[src/rtl/vga_timing_generator.sv]
// VGA scan timing generator: pixel-rate divider, h/v counters, frame strobes,
// and a one-pixel-latency output stage driving colour and sync pins.
module vga_timing_generator #(
    parameter int unsigned H_VISIBLE   = 640,
    parameter int unsigned H_FRONT     = 16,
    parameter int unsigned H_SYNC      = 96,
    parameter int unsigned H_BACK      = 48,
    parameter int unsigned V_VISIBLE   = 480,
    parameter int unsigned V_FRONT     = 10,
    parameter int unsigned V_SYNC      = 2,
    parameter int unsigned V_BACK      = 33,
    parameter int unsigned CLK_DIV     = 2,
    parameter bit          SYNC_ACTIVE = 1'b0
) (
    input  logic       clk,
    input  logic       rst_n,
    output logic       pixel_tick,
    output logic [9:0] pixel_x,
    output logic [9:0] pixel_y,
    output logic       display_enable,
    output logic       frame_start,
    output logic       vblank_start,
    input  logic [7:0] pixel_color_in_332,
    output logic [2:0] vga_r,
    output logic [2:0] vga_g,
    output logic [1:0] vga_b,
    output logic       vga_hsync,
    output logic       vga_vsync
);

    localparam int unsigned CNT_W    = 10;
    localparam int unsigned DIV_W    = (CLK_DIV > 1) ? $clog2(CLK_DIV) : 1;
    localparam int unsigned H_TOTAL  = H_VISIBLE + H_FRONT + H_SYNC + H_BACK;
    localparam int unsigned V_TOTAL  = V_VISIBLE + V_FRONT + V_SYNC + V_BACK;
    localparam int unsigned HS_START = H_VISIBLE + H_FRONT;
    localparam int unsigned HS_END   = HS_START + H_SYNC - 1;
    localparam int unsigned VS_START = V_VISIBLE + V_FRONT;
    localparam int unsigned VS_END   = VS_START + V_SYNC - 1;

    logic [DIV_W-1:0] r_div;
    logic [CNT_W-1:0] r_h;
    logic [CNT_W-1:0] r_v;
    logic             r_hsync;
    logic             r_vsync;
    logic [7:0]       r_rgb;

    logic w_tick;
    logic w_h_last;
    logic w_v_last;
    logic w_de;
    logic w_hs_raw;
    logic w_vs_raw;

    // With CLK_DIV=1 the divider sits at 0 and the tick is permanently high.
    assign w_tick   = (r_div == DIV_W'(CLK_DIV - 1));
    assign w_h_last = (r_h == CNT_W'(H_TOTAL - 1));
    assign w_v_last = (r_v == CNT_W'(V_TOTAL - 1));
    assign w_de     = (r_h < CNT_W'(H_VISIBLE)) && (r_v < CNT_W'(V_VISIBLE));
    assign w_hs_raw = (r_h >= CNT_W'(HS_START)) && (r_h <= CNT_W'(HS_END));
    assign w_vs_raw = (r_v >= CNT_W'(VS_START)) && (r_v <= CNT_W'(VS_END));

    always_ff @(posedge clk or negedge rst_n) begin
        if (!rst_n) begin
            r_div <= '0;
        end else if (w_tick) begin
            r_div <= '0;
        end else begin
            r_div <= r_div + DIV_W'(1);
        end
    end

    // Raster counters: h wraps every line, v advances on the h wrap.
    always_ff @(posedge clk or negedge rst_n) begin
        if (!rst_n) begin
            r_h <= '0;
            r_v <= '0;
        end else if (w_tick) begin
            if (w_h_last) begin
                r_h <= '0;
                r_v <= w_v_last ? '0 : r_v + CNT_W'(1);
            end else begin
                r_h <= r_h + CNT_W'(1);
            end
        end
    end

    // Pin stage: colour and sync for count N appear during count N+1.
    always_ff @(posedge clk or negedge rst_n) begin
        if (!rst_n) begin
            r_hsync <= ~SYNC_ACTIVE;
            r_vsync <= ~SYNC_ACTIVE;
            r_rgb   <= 8'h00;
        end else if (w_tick) begin
            r_hsync <= w_hs_raw ? SYNC_ACTIVE : ~SYNC_ACTIVE;
            r_vsync <= w_vs_raw ? SYNC_ACTIVE : ~SYNC_ACTIVE;
            r_rgb   <= w_de ? pixel_color_in_332 : 8'h00;
        end
    end

    assign pixel_tick     = w_tick;
    assign pixel_x        = r_h;
    assign pixel_y        = r_v;
    assign display_enable = w_de;
    assign frame_start    = w_tick && (r_h == '0) && (r_v == '0);
    assign vblank_start   = w_tick && (r_h == '0) && (r_v == CNT_W'(V_VISIBLE));

    assign vga_r     = r_rgb[7:5];
    assign vga_g     = r_rgb[4:2];
    assign vga_b     = r_rgb[1:0];
    assign vga_hsync = r_hsync;
    assign vga_vsync = r_vsync;

endmodule
[config.mk]
export PLATFORM = sky130hd
export DESIGN_NAME = vga_timing_generator
export DESIGN_NICKNAME = d
export VERILOG_FILES = /design/src/rtl/vga_timing_generator.sv
export SDC_FILE = /design/constraint.sdc
export NUM_CORES = 1
export LEC_CHECK = 0
export CAP_MARGIN = 10
export CELL_PAD_IN_SITES_DETAIL_PLACEMENT = 2
export CELL_PAD_IN_SITES_GLOBAL_PLACEMENT = 2
export CORE_MARGIN = 2
export CORE_UTILIZATION = 31
export DETAILED_ROUTE_END_ITERATION = 10
export GPL_ROUTABILITY_DRIVEN = 0
export PLACE_DENSITY_LB_ADDON = 0.15
export SETUP_SLACK_MARGIN = 0.15
export SYNTH_ARGS = -nofsm -noshare
export SYNTH_HDL_FRONTEND = slang
export SYNTH_SLANG_ARGS = --single-unit
export TNS_END_PERCENT = 10
[constraint.sdc]
create_clock -name clk -period 3 [get_ports clk]
set_input_delay 0.75 -clock clk [delete_from_list [all_inputs] [get_ports clk]]
set_output_delay 0.75 -clock clk [all_outputs]
set_load 0.01 [all_outputs]
==> results.yml, run 1 <==
status:
  status: "finished clean"
timing:
  period_needed_ns: 2.76
  maxSlewHeadroom_pct: 59.2
  fin_ws_ns: 0.242
  finalCritPeriodShare_pct: 91.9
  tightest_slew_ns: 0.607
  setup_violations: 0
  drv_slew: 0
  tns_ns: 0
  fin_worst_skew_ns: 0.00720
  rsz0062_at_grt: "yes"
  finalHoldViolations: 0
  fmax_mhz: 363
clocking:
  clockBufferDepth: 2
  clk_pin_slew_worst_paths_ns: 0.06
  root_buffer: "clkbuf_8"
  cts_made_buffers: 5
  cts_sinks: 31
  clock_latency_ns: 0.29
  htree_levels: 2
  cts_tree: "done"
  holdBufCountCts: 0
power:
  clkPwrFrac_pct: 47.8
  p_leak_nw: 1.00
  p_int_uw: 715
  seq_power_share_pct: 47.6
  vdd_drop_max_mv: 0.217
  switching_share_pct: 20.3
  power.switching_uw: 182
  combPwrFrac_pct: 4.5
  power.density_nw_per_um2: 394
logic_synthesis:
  synth_seq_cells: 31
  yosysSeqAreaShare_pct: 49.2
  synth_area_um2: 1580
  yosysTopAreaCell: "dfrtp_1"
  synthTopCellsByArea: "dfrtp_1 (46%), nand2_1 (4.5%), o2bb2ai_1 (4.4%)"
  avgSynthCellArea_um2: 10.3
  synthDistinctLibCells: 39
  syn-num-nets: 167
  synth_top_area_share_pct: 45.8
  synth_cells: 153
  yosysWarnings: 0
cells_and_area:
  final_layout_size_suffix_gt1_share_pct: 15.9
  final_cell_mix: "clkdlybuf4s50_1 (41), dfrtp_1 (29), nand2_1 (19), buf_4 (11)"
  nets: 221
  insertedDiodeCount: 0
  area_growth_pct: 43.6
  layout_commonest_cell: "clkdlybuf4s50_1"
route:
  dr.pass1.iters: 2
  wl_per_cell_um: 17.4
  route.detailed.drc: 0
  ant_nets: 0
  finalWirelength_mm: 4.85
  vias: 1410
  via_per_inst: 5.07
  drtIter0Drc: 57
place:
  hpwl_mm: 3.37
  place_ws_ns: 0.197
  io_buffer_count: 43
global_routing:
  use_met1_pct: 23.6
  grt_util_met2_pct: 32.5
  grt.total_usage_pct: 18.9
  grt_pass1_wl_mm: 7.85
  grt_max_degree: 32
  use_met3_pct: 3.97
  grt_pass1_vias: 1526
  antenna_found_initial: 0
  grt-ovfl-total: 0
  grt.busiest_layer: "met2"
floorplan:
  die_h_um: 75.5
  io_pins: 44
  core_area_um2: 5010
  dieArea_um2: 5690
  start_util_pct: 31.6
  std_cell_rows: 26
  die_w_um: 75.5
min_path:
  hold_path.class: "register to register"
setup_path:
  crit_fanout: 5
  cp.required_ns: 2.25
  critPathKind: "register to output pin"
  endpoint_kind: "output pin"
  cp-start-kind: "register"
  cp_data_arrival_time_ns: 2.01
job:
  max_cap_viol_count: 0
## per-stage QoR
stage,instances,cell area (um2),utilization [%],power [mW],hold slack (ns)
CTS,275,2250,44.9,0.911,0.497
floorplan,153,1580,-,0.441,0.454
global route,278,2270,45.4,0.936,0.518
global placement,266,2120,42.2,0.475,0.476
detailed placement,266,2120,42.2,0.476,0.482
finish,278,2270,45.4,0.896,0.495
## area by class of cell
cell class                 instances  area [um2]
clock buffer                       6        82.6
clock inverter                     2        35.0
tap                               70        87.6
fill                             543        2740
multi-input combinational        108         756
sequential                        31         778
inverter                           7        26.3
timing repair buffer              54         507
## power by group through the flow
stage / registers [mW] / clock network, mW / logic [mW]
finish: 0.427 / 0.429 / 0.0406
floorplan: 0.437 / 0 / 0.00452
global route: 0.427 / 0.463 / 0.0452
CTS: 0.427 / 0.442 / 0.0420
detailed placement: 0.435 / 0 / 0.0418
global placement: 0.434 / 0 / 0.0404
## cells in the mapped netlist (all sizes together)
library cell   n
mux2i          1
o31a           1
o2bb2ai        8
inv            6
nor4           7
dfrtp         29
ha             4
mux2           2
dfstp          2
a21o           2
nand4b         2
xor2           5
buf            4
o22ai          1
nand4bb        1
clkbuf         3
nand3          4
nor3           8
a22o           2
nand3b         1
a21oi          2
nand2         19
o21ai          6
o31ai          1
o21a           1
or4            2
clkinv         1
xnor2          5
nor2b          1
nor2           9
or3            2
and3           5
nand4          6
## registers in the layout (all words and copies together) (netlist names)
| signal | cells |
|---|---|
| pixel_tick | 1 |
| pixel_x | 10 |
| pixel_y | 10 |
| r_rgb | 8 |
| vga_hsync | 1 |
| vga_vsync | 1 |
## worst max-delay path: stages (launching register included)
cell	delay, ns
dfrtp_1	0.42
inv_1	0.11
ha_1	0.18
nand4bb_1	0.13
nor4_2	0.16
nand4b_1	0.17
buf_4	0.18
nor2_2	0.10
dlygate4sd2_1	0.28
## repair_timing
| action | in CTS | in global routing |
|---|---|---|
| cloned | 0 | 0 |
| pin swaps | 2 | 1 |
| endpoints found under the hold margin | 0 | 0 |
| resized for setup | 4 | 3 |
| setup buffers | 1 | 3 |
| setup endpoints to repair | 2 | 2 |
## routing by layer
layer	vias up	share of wire, %
met5	-	0
met4	0	1.3
met3	6	2.9
met2	22	53
met1	723	43
li1	659	-
## path summary, 6_finish.rpt
| kind | from | end | slack, ns | cells past startpoint |
|---|---|---|---|---|
| setup / recovery | pixel_y[0] | vblank_start | 0.24 | 8 |
| min in group asynchronous | rst_n | r_rgb[4] | 0.87 | 2 |
| setup reg to reg | pixel_x[0] | pixel_y[9] | 0.90 | 5 |
| hold reg to reg | r_rgb[0] | r_rgb[0] | 0.50 | 1 |
| max in group asynchronous | rst_n | vga_vsync | 1.79 | 2 |
| hold / removal | r_rgb[0] | r_rgb[0] | 0.50 | 1 |
## kinds of logic (layout without fill, tap and decap cells)
| group | count (synthesis) | after routing | synth area share, % |
|---|---|---|---|
| simple gates | 67 | 67 | 25.1 |
| flops | 31 | 31 | 49.2 |
| compound gates | 24 | 24 | 10.9 |
| buf+inv | 14 | 69 | 4.03 |
| xor+xnor | 10 | 10 | 5.53 |
| fa+ha+maj | 4 | 4 | 3.16 |
| mux | 3 | 3 | 2.06 |
(Power assumes the default switching activity.)
==> run 2, diff against run 1 <==
--- a/config.mk
+++ b/config.mk
@@ -13,7 +13,8 @@
 export DETAILED_ROUTE_END_ITERATION = 10
 export GPL_ROUTABILITY_DRIVEN = 0
 export PLACE_DENSITY_LB_ADDON = 0.15
-export SETUP_SLACK_MARGIN = 0.15
+export SETUP_SLACK_MARGIN = 0.02
+export SKIP_CTS_REPAIR_TIMING = 1
 export SYNTH_ARGS = -nofsm -noshare
 export SYNTH_HDL_FRONTEND = slang
 export SYNTH_SLANG_ARGS = --single-unit
==> run 2 against run 1 <==
  * Sequential share of layout area increased by 0.38 points
  * First-iteration DRC count unchanged
  * Worst hold slack about the same
  * Sequential power about the same
  * Global-route usage decreased by 0.14 points
  * Critical path type unchanged
  * Highest routed layer unchanged
  * Core utilization decreased by 0.50 points
==> results.yml, run 2 (synthesis gave the netlist of run 1 again) <==
route:
  via_per_inst: 5.12
  ant_nets: 0
  drtIter0Drc: 57
  route.detailed.drc: 0
  dr.pass1.iters: 3
  finalWirelength_mm: 4.74
  vias: 1402
  wl_per_cell_um: 17.3
clocking:
  cts_tree: "done"
  clock_latency_ns: 0.29
  clockBufferDepth: 2
  cts_sinks: 31
  root_buffer: "clkbuf_8"
  clk_pin_slew_worst_paths_ns: 0.06
  htree_levels: 2
  cts_made_buffers: 5
timing:
  drv_slew: 0
  fin_ws_ns: 0.244
  finalHoldViolations: 0
  period_needed_ns: 2.76
  fin_worst_skew_ns: 0.00767
  fmax_mhz: 363
  setup_violations: 0
  maxSlewHeadroom_pct: 61.2
  finalCritPeriodShare_pct: 91.9
  rsz0062_at_grt: "no"
  tightest_slew_ns: 0.577
setup_path:
  critical_path.cell_chain: "buf_4 -> o21ai_0 -> nand3b_1 -> inv_1 -> clkdlybuf4s50_1"
  endpoint_kind: "output pin"
  worst-path-buf-inv: 3
  critPathTopFamily: "buffers and inverters"
  cp-start-kind: "register"
  crit_fanout: 9
  cp_slowest_cell: "clkdlybuf4s50_1"
  critPathKind: "register to output pin"
  crit_path_max_incr_delay_ns: 0.54
  cp.required_ns: 2.25
  cp_data_arrival_time_ns: 2.01
floorplan:
  std_cell_rows: 26
  io_pins: 44
  core_area_um2: 5010
  die_w_um: 75.5
  start_util_pct: 31.6
  die_h_um: 75.5
  dieArea_um2: 5690
cells_and_area:
  multi_input_area_um2: 749
  area_growth_pct: 42.0
  ff_latch_area_um2: 778
  fillerInstances: 543
  final_layout_size_suffix_gt1_share_pct: 13.2
  layout_commonest_cell: "clkdlybuf4s50_1"
  final_core_util_pct: 44.9
  insertedDiodeCount: 0
  final_cell_mix: "clkdlybuf4s50_1 (41), dfrtp_1 (29), nand2_1 (19), o2bb2ai_1 (8), nor2_1 (8)"
  nets: 217
power:
  p_leak_nw: 1.01
  power.density_nw_per_um2: 398
  vdd_drop_max_mv: 0.218
place:
  place_ws_ns: 0.197
  io_buffer_count: 43
  hpwl_mm: 3.37
global_routing:
  grt-ovfl-total: 0
  antenna_found_initial: 0
  grt.total_usage_pct: 18.7
  grt_max_degree: 32
  grt_pass1_vias: 1504
  grt_pass1_wl_mm: 7.76
status:
  status: "finished clean"
job:
  max_cap_viol_count: 0
min_path:
  hold_path.class: "register to register"
run 2: cell count changes in the layout (fill, tap and decap cells not counted), sizes merged:
cell / change
buf: -4
clkbuf: -1
dlygate4sd2: -1
dlymetal6s2s: +2
run 2: per-stage QoR:
| step | setup TNS [ns] | total power [mW] | instances | hold WS (ns) | instance area [um2] |
|---|---|---|---|---|---|
| finish | 0 | 0.895 | 274 | 0.495 | 2250 |
| CTS | -0.227 | 0.911 | 274 | 0.497 | 2230 |
| global route | 0 | 0.936 | 274 | 0.518 | 2250 |
| detailed placement | 0 | 0.476 | 266 | 0.482 | 2120 |
| floorplan | 0 | 0.441 | 153 | 0.454 | 1580 |
| global placement | 0 | 0.475 | 266 | 0.476 | 2120 |
run 2: final timing paths:
check	start	end	slack (ns)	cells past startpoint
worst max-delay path	pixel_x[7]	display_enable	0.24	5
worst min-delay path	r_rgb[0]	r_rgb[0]	0.50	1
worst max register to register	pixel_x[0]	pixel_y[9]	0.91	5
worst min register to register	r_rgb[0]	r_rgb[0]	0.50	1
max in group asynchronous	rst_n	vga_vsync	1.79	2
min in group asynchronous	rst_n	pixel_y[7]	0.87	2
run 2: worst register-to-register path, stage by stage (launching register included):
cell     delay [ns]
dfrtp_1        0.45
ha_1           0.27
nand4_4        0.17
or4_4          0.61
nor4_1         0.41
a21o_1         0.13
run 2: layer usage:
metal  wire length [um]  up-vias  share of wire, %  GRT usage [%]
li1                   -      652                 -              -
met1               2070      719                44           23.8
met2               2450       24                52           31.7
met3                147        7               3.1           3.97
met4                 65        0               1.4           6.43
met5                  0        -                 0              0
run 2: power by group:
| group | internal (mW) | leakage (nW) | switching (mW) | total (mW) |
|---|---|---|---|---|
| logic | 0.0225 | 0.557 | 0.0182 | 0.0406 |
| clock network | 0.269 | 0.0612 | 0.159 | 0.427 |
| registers | 0.424 | 0.393 | 0.00326 | 0.427 |
run 2: cell type report:
| cell class | count | area share, % |
|---|---|---|
| inverter | 7 | 1.17 |
| tap | 70 | 3.90 |
| clock buffer | 6 | 3.67 |
| sequential | 31 | 34.6 |
| clock inverter | 2 | 1.56 |
| timing repair buffer | 50 | 21.7 |
| multi-input combinational | 108 | 33.4 |
==> edit 1: new RTL, settings of run 1 <==
`CLK_DIV`: 2 -> 4.
--- a/src/rtl/vga_timing_generator.sv
+++ b/src/rtl/vga_timing_generator.sv
@@ -9,7 +9,7 @@
     parameter int unsigned V_FRONT     = 10,
     parameter int unsigned V_SYNC      = 2,
     parameter int unsigned V_BACK      = 33,
-    parameter int unsigned CLK_DIV     = 2,
+    parameter int unsigned CLK_DIV     = 4,
     parameter bit          SYNC_ACTIVE = 1'b0
 ) (
     input  logic       clk,
Formal check against the unedited RTL: not equivalent (Yosys sat finds a counterexample within 4 cycles, from zero or initial values and one cycle with rst_n low).
==> edit 1 against run 1 <==
Area after synthesis rose by 2.0%. First-iteration DRC count decreased by 54%. Routed wire length increased by 1.6%. Total power down 0.84%. Design area about the same. Synthesized cell count rose by 6.5%. Setup slack better by 76 ps. Highest routed layer unchanged. Global-route usage decreased by 0.92 points. Largest cell class unchanged. Sequential cell count rose by 1. Register-to-register slack worse by 320 ps.
==> edit 1: results (changes against run 1) <==
The run finished with clean final reports. The part of the Yosys area used for sequential elements came out at 49.8% (+0.60 points). The source-to-sink clock delay at the later pin of the worst-skew pair is 280 ps. The maximum fanout encountered on the critical timing path came to 4 (-1). The total clock network power is 0.408 mW (-4.9%). The area used by multi-input combinational logic is 732 µm² (-3.1%).

The detailed-route wire length per cell came out at 17.3 µm (-0.56%). The quantity of gates resized following cts is 1 (-3). The synthesized instance count is 163 (+6.5%).

The synthesized net count is 178 (+6.6%). The clock skew after layout came out at 4.18 ps (-3.02 ps). The worst slack after detailed placement came to 284 ps (+87.3 ps). The global-route wire length before repair came to 8.20 mm (+4.6%). The static leakage power is 0.951 nW (-5.0%). The number of distinct library cells after synthesis is 40 (+2.6%). The maximum number of pins on one net before global-route repair is 33 (+3.1%). The worst supply voltage drop on vdd came out at 218 µV (+0.29%). The number of fill cells in the layout came out at 559 (+2.9%). The total length of routed wires came out at 4.92 mm (+1.6%). The average vias per placed instance came out at 5.06 (-0.17%). The placed cell count came out at 276 (+3.8%). After synthesis, the cell types taking the most area are dfrtp_1 (47%), nand2_1 (4.9%), ha_1 (3.9%). The placed wire-length estimate after detailed placement is 3.52 mm (+4.4%). The iteration-0 DRC count of the detailed router came out at 26 (-54%).

The layout cell share with drive strength beyond 1 came out at 10.7% (-5.1 points). The via count of the first global-routing pass came out at 1591 (+4.3%). The register bit total from synthesis is 32 (+3.2%). On the critical path the largest part of the delay comes from simple AND/OR/NAND/NOR gates. The endpoint arrival time on the critical path came out at 1930 ps (-80 ps). The pin slew with the least headroom to its limit came out at 837 ps (+230 ps). The instance area after placement came out at 0.00216 mm² (+1.9%). The overall fraction of global-route tracks in use is 18.0% (-0.92 points).

The final net count came out at 228 (+3.2%). The total power after layout was 0.889 mW (-0.84%).
==> edit 1: cell count changes after synthesis, moves of 3 or more <==
cell       before  now
inv_1           6   15
o22ai_1         1    8
o2bb2ai_1       8    1
nand3_1         4    9
and3_1          5    1
nor3_1          6    2
nor4_1          6    2
o22a_1          0    3
==> edit 1: kinds of logic after synthesis <==
logic type | count (synthesis) | share of synthesized area [%]
flip-flops | 32 | 49.8
AND/OR/NAND/NOR | 68 | 24.2
multiplexers | 3 | 1.94
AO/OA/AOI/OAI | 23 | 9.54
XOR/XNOR | 10 | 5.43
buffers and inverters | 22 | 5.27
adder cells (fa/ha/maj) | 5 | 3.88
==> edit 1: path summary, 6_finish.rpt <==
kind / start / depth (start not counted) / end / slack, ps
min reg2reg: r_div[0] / 1 / r_div[0] / 440
max reg2reg: r_div[0] / 6 / pixel_y[4] / 580
max in group asynchronous: rst_n / 2 / vga_hsync / 1790
min in group asynchronous: rst_n / 2 / pixel_y[1] / 870
max: pixel_x[0] / 7 / frame_start / 320
min: r_div[0] / 1 / r_div[0] / 440
==> edit 1: routing by layer <==
layer | vias to the layer above | track usage (%) | share of wire (%)
met4 | 0 | 5.45 | 1.5
met2 | 27 | 30.8 | 51
met3 | 7 | 4.15 | 2.7
li1 | 675 | - | -
met1 | 729 | 22.6 | 45
met5 | - | 0 | 0
==> edit 1: worst register-to-register path, delay by kind of cell, from the launching register on <==
family,cells,cell delay [ps]
buffers and inverters,1,310
adder cells (fa/ha/maj),1,170
flip-flops,1,360
AND/OR/NAND/NOR,4,1520
==> edit 1: layout make-up <==
type	count	share of cell area [%]
Clock buffer	6	3.19
Clock inverter	2	1.54
Timing Repair Buffer	50	21.3
Tap cell	70	3.85
Multi-Input combinational cell	109	32.2
Sequential cell	32	35.4
Inverter	15	2.48
==> edit 2: new RTL, flow settings as in run 1 <==
Made on the original files. Register the input `pixel_color_in_332` before use. The logic sees it one clock later.
--- a/src/rtl/vga_timing_generator.sv
+++ b/src/rtl/vga_timing_generator.sv
@@ -36,6 +36,12 @@
     localparam int unsigned HS_END   = HS_START + H_SYNC - 1;
     localparam int unsigned VS_START = V_VISIBLE + V_FRONT;
     localparam int unsigned VS_END   = VS_START + V_SYNC - 1;
+
+    logic [7:0] pixel_color_in_332_q;
+
+    always_ff @(posedge clk) begin
+        pixel_color_in_332_q <= pixel_color_in_332;
+    end
 
     logic [DIV_W-1:0] r_div;
     logic [CNT_W-1:0] r_h;
@@ -93,7 +99,7 @@
         end else if (w_tick) begin
             r_hsync <= w_hs_raw ? SYNC_ACTIVE : ~SYNC_ACTIVE;
             r_vsync <= w_vs_raw ? SYNC_ACTIVE : ~SYNC_ACTIVE;
-            r_rgb   <= w_de ? pixel_color_in_332 : 8'h00;
+            r_rgb   <= w_de ? pixel_color_in_332_q : 8'h00;
         end
     end
 
Behaviour: not the same (Yosys sat finds a counterexample within 4 cycles, from zero or initial values and one cycle with rst_n low).
==> edit 2 against run 1 <==
Non-clock buffer count did not move. Routed wire length rose by 9.3%. Clock skew fell by 3.8 ps. Area after synthesis rose by 6.9%. Clock power rose by 19%. Largest cell class unchanged. Design area rose by 6.9%. Total power rose by 22%. Critical path depth fell by 1. Setup slack got worse by 110 ps. Fmax fell by 3.8%. Sequential cell count rose by 8.
==> edit 2: results (changes against run 1) <==
The endpoint arrival time on the critical path came out at 2120 ps (+110 ps). The worst slack after detailed placement came to -192 ps (-389 ps). The global-route wire length before repair is 8.92 mm (+14%). The relative area of clock buffers and inverters in the final design is 5.46% (+0.28 points).

The vias after detailed routing is 1468 (+4.1%). The synthesized net count came out at 170 (+1.8%). The switching power total came out at 0.203 mW (+12%).

The count of multi-input gates came out at 105 (-2.8%). The overall fraction of global-route tracks in use came out at 18.9% (about the same). The placed cell count is 273 (+2.6%). The worst stage delay on the critical path came out at 470 ps (+50 ps). The iteration-0 DRC count of the detailed router is 54 (-5.3%). Yosys attributes the largest share of cell area to dfrtp_1 (43%), dfxtp_1 (9.5%), o2bb2ai_1 (4.1%). The buffering overhead is 20.7% (-1.6 points).

The maximum fanout encountered on the critical timing path came out at 2 (-3). The via count of the first global-routing pass is 1750 (+15%). The part of the Yosys area used for sequential elements came to 55.5% (+6.3 points). The fraction of synthesis flops using an asynchronous set or reset pin came to 79.5% (-21 points).

The cell family contributing the most delay on the critical path is simple AND/OR/NAND/NOR gates. The post-route non-filler standard cell count came to 283 (+1.8%). The number of sinks handled by clock tree synthesis is 39 (+26%). The share of the final layout cell area in multi-input gates is 30.5% (-2.8 points). The number of search-and-repair iterations in the first detailed-routing pass was 4 (+2). The final core utilization is 47.0% (+1.6 points).

The clock skew after layout came out at 3.41 ps (-3.79 ps). The flip-flop and latch share of the layout cell area came out at 38.6% (+4.4 points). The die boundary width came to 77.9 µm (+3.2%).

The placed wire-length estimate after detailed placement is 3.71 mm (+10%). On the critical path, the stage with the largest delay is an instance of or4b_4. The static leakage power is 1.04 nW (+3.7%). The instance area after placement is 0.00226 mm² (+6.7%). The worst supply voltage drop on vdd is 191 µV (-12%). The flow ran to the end, and the final reports show no timing, DRC or antenna violations.

The final net count was 226 (+2.3%).
[edit 2: cell count changes after synthesis, sizes merged, moves of 3 or more]
cell   change
dfxtp      +8
nand4      +3
nor3       -4
o21ai      -3
[edit 2: kinds of logic after synthesis]
family	share of synthesized area, %
muxes	1.33
and+or+nand+nor	21.8
AOI/OAI and AO/OA	10.5
buffers and inverters	2.74
DFF	55.5
xor gates and xnor gates	5.18
adders and majority gates	2.96
[edit 2: worst paths after layout]
kind / from / to / slack, ps / depth (start not counted)
max: pixel_x[1] / frame_start / 130 / 7
min: pixel_color_in_332_q[5] / r_rgb[5] / 440 / 2
max reg2reg: pixel_x[1] / pixel_y[8] / 640 / 7
min reg2reg: pixel_color_in_332_q[5] / r_rgb[5] / 440 / 2
max in group asynchronous: rst_n / vga_hsync / 1810 / 2
min in group asynchronous: rst_n / pixel_y[2] / 850 / 2
[edit 2: worst min-delay path, cell delays in order, from the launching register on]
cell       delay (ps)
dfxtp_1           300
nand2_1            50
o2bb2ai_1          50
[edit 2: layer usage]
layer  vias to the layer above  global-route usage (%)  wire length [µm]
li1                        676                       -                 -
met1                       746                    22.1              2270
met2                        37                    34.1              2770
met3                         9                    3.26               159
met4                         0                    7.50               104
met5                         -                       0                 0
[edit 2: power by group through the flow]
stage | Clock [mW] | Sequential, mW | Combinational [mW]
global placement | 0 | 0.550 | 0.0400
CTS | 0.525 | 0.540 | 0.0421
global route | 0.546 | 0.541 | 0.0449
detailed placement | 0 | 0.551 | 0.0422
finish | 0.512 | 0.540 | 0.0404
floorplan | 0 | 0.552 | 0.00438
[edit 2: timing repair]
action | CTS | global route
resized for setup | 16 | 1
setup endpoints to repair | 2 | 2
buffers inserted | 2 | 0
pin swaps | 4 | 4
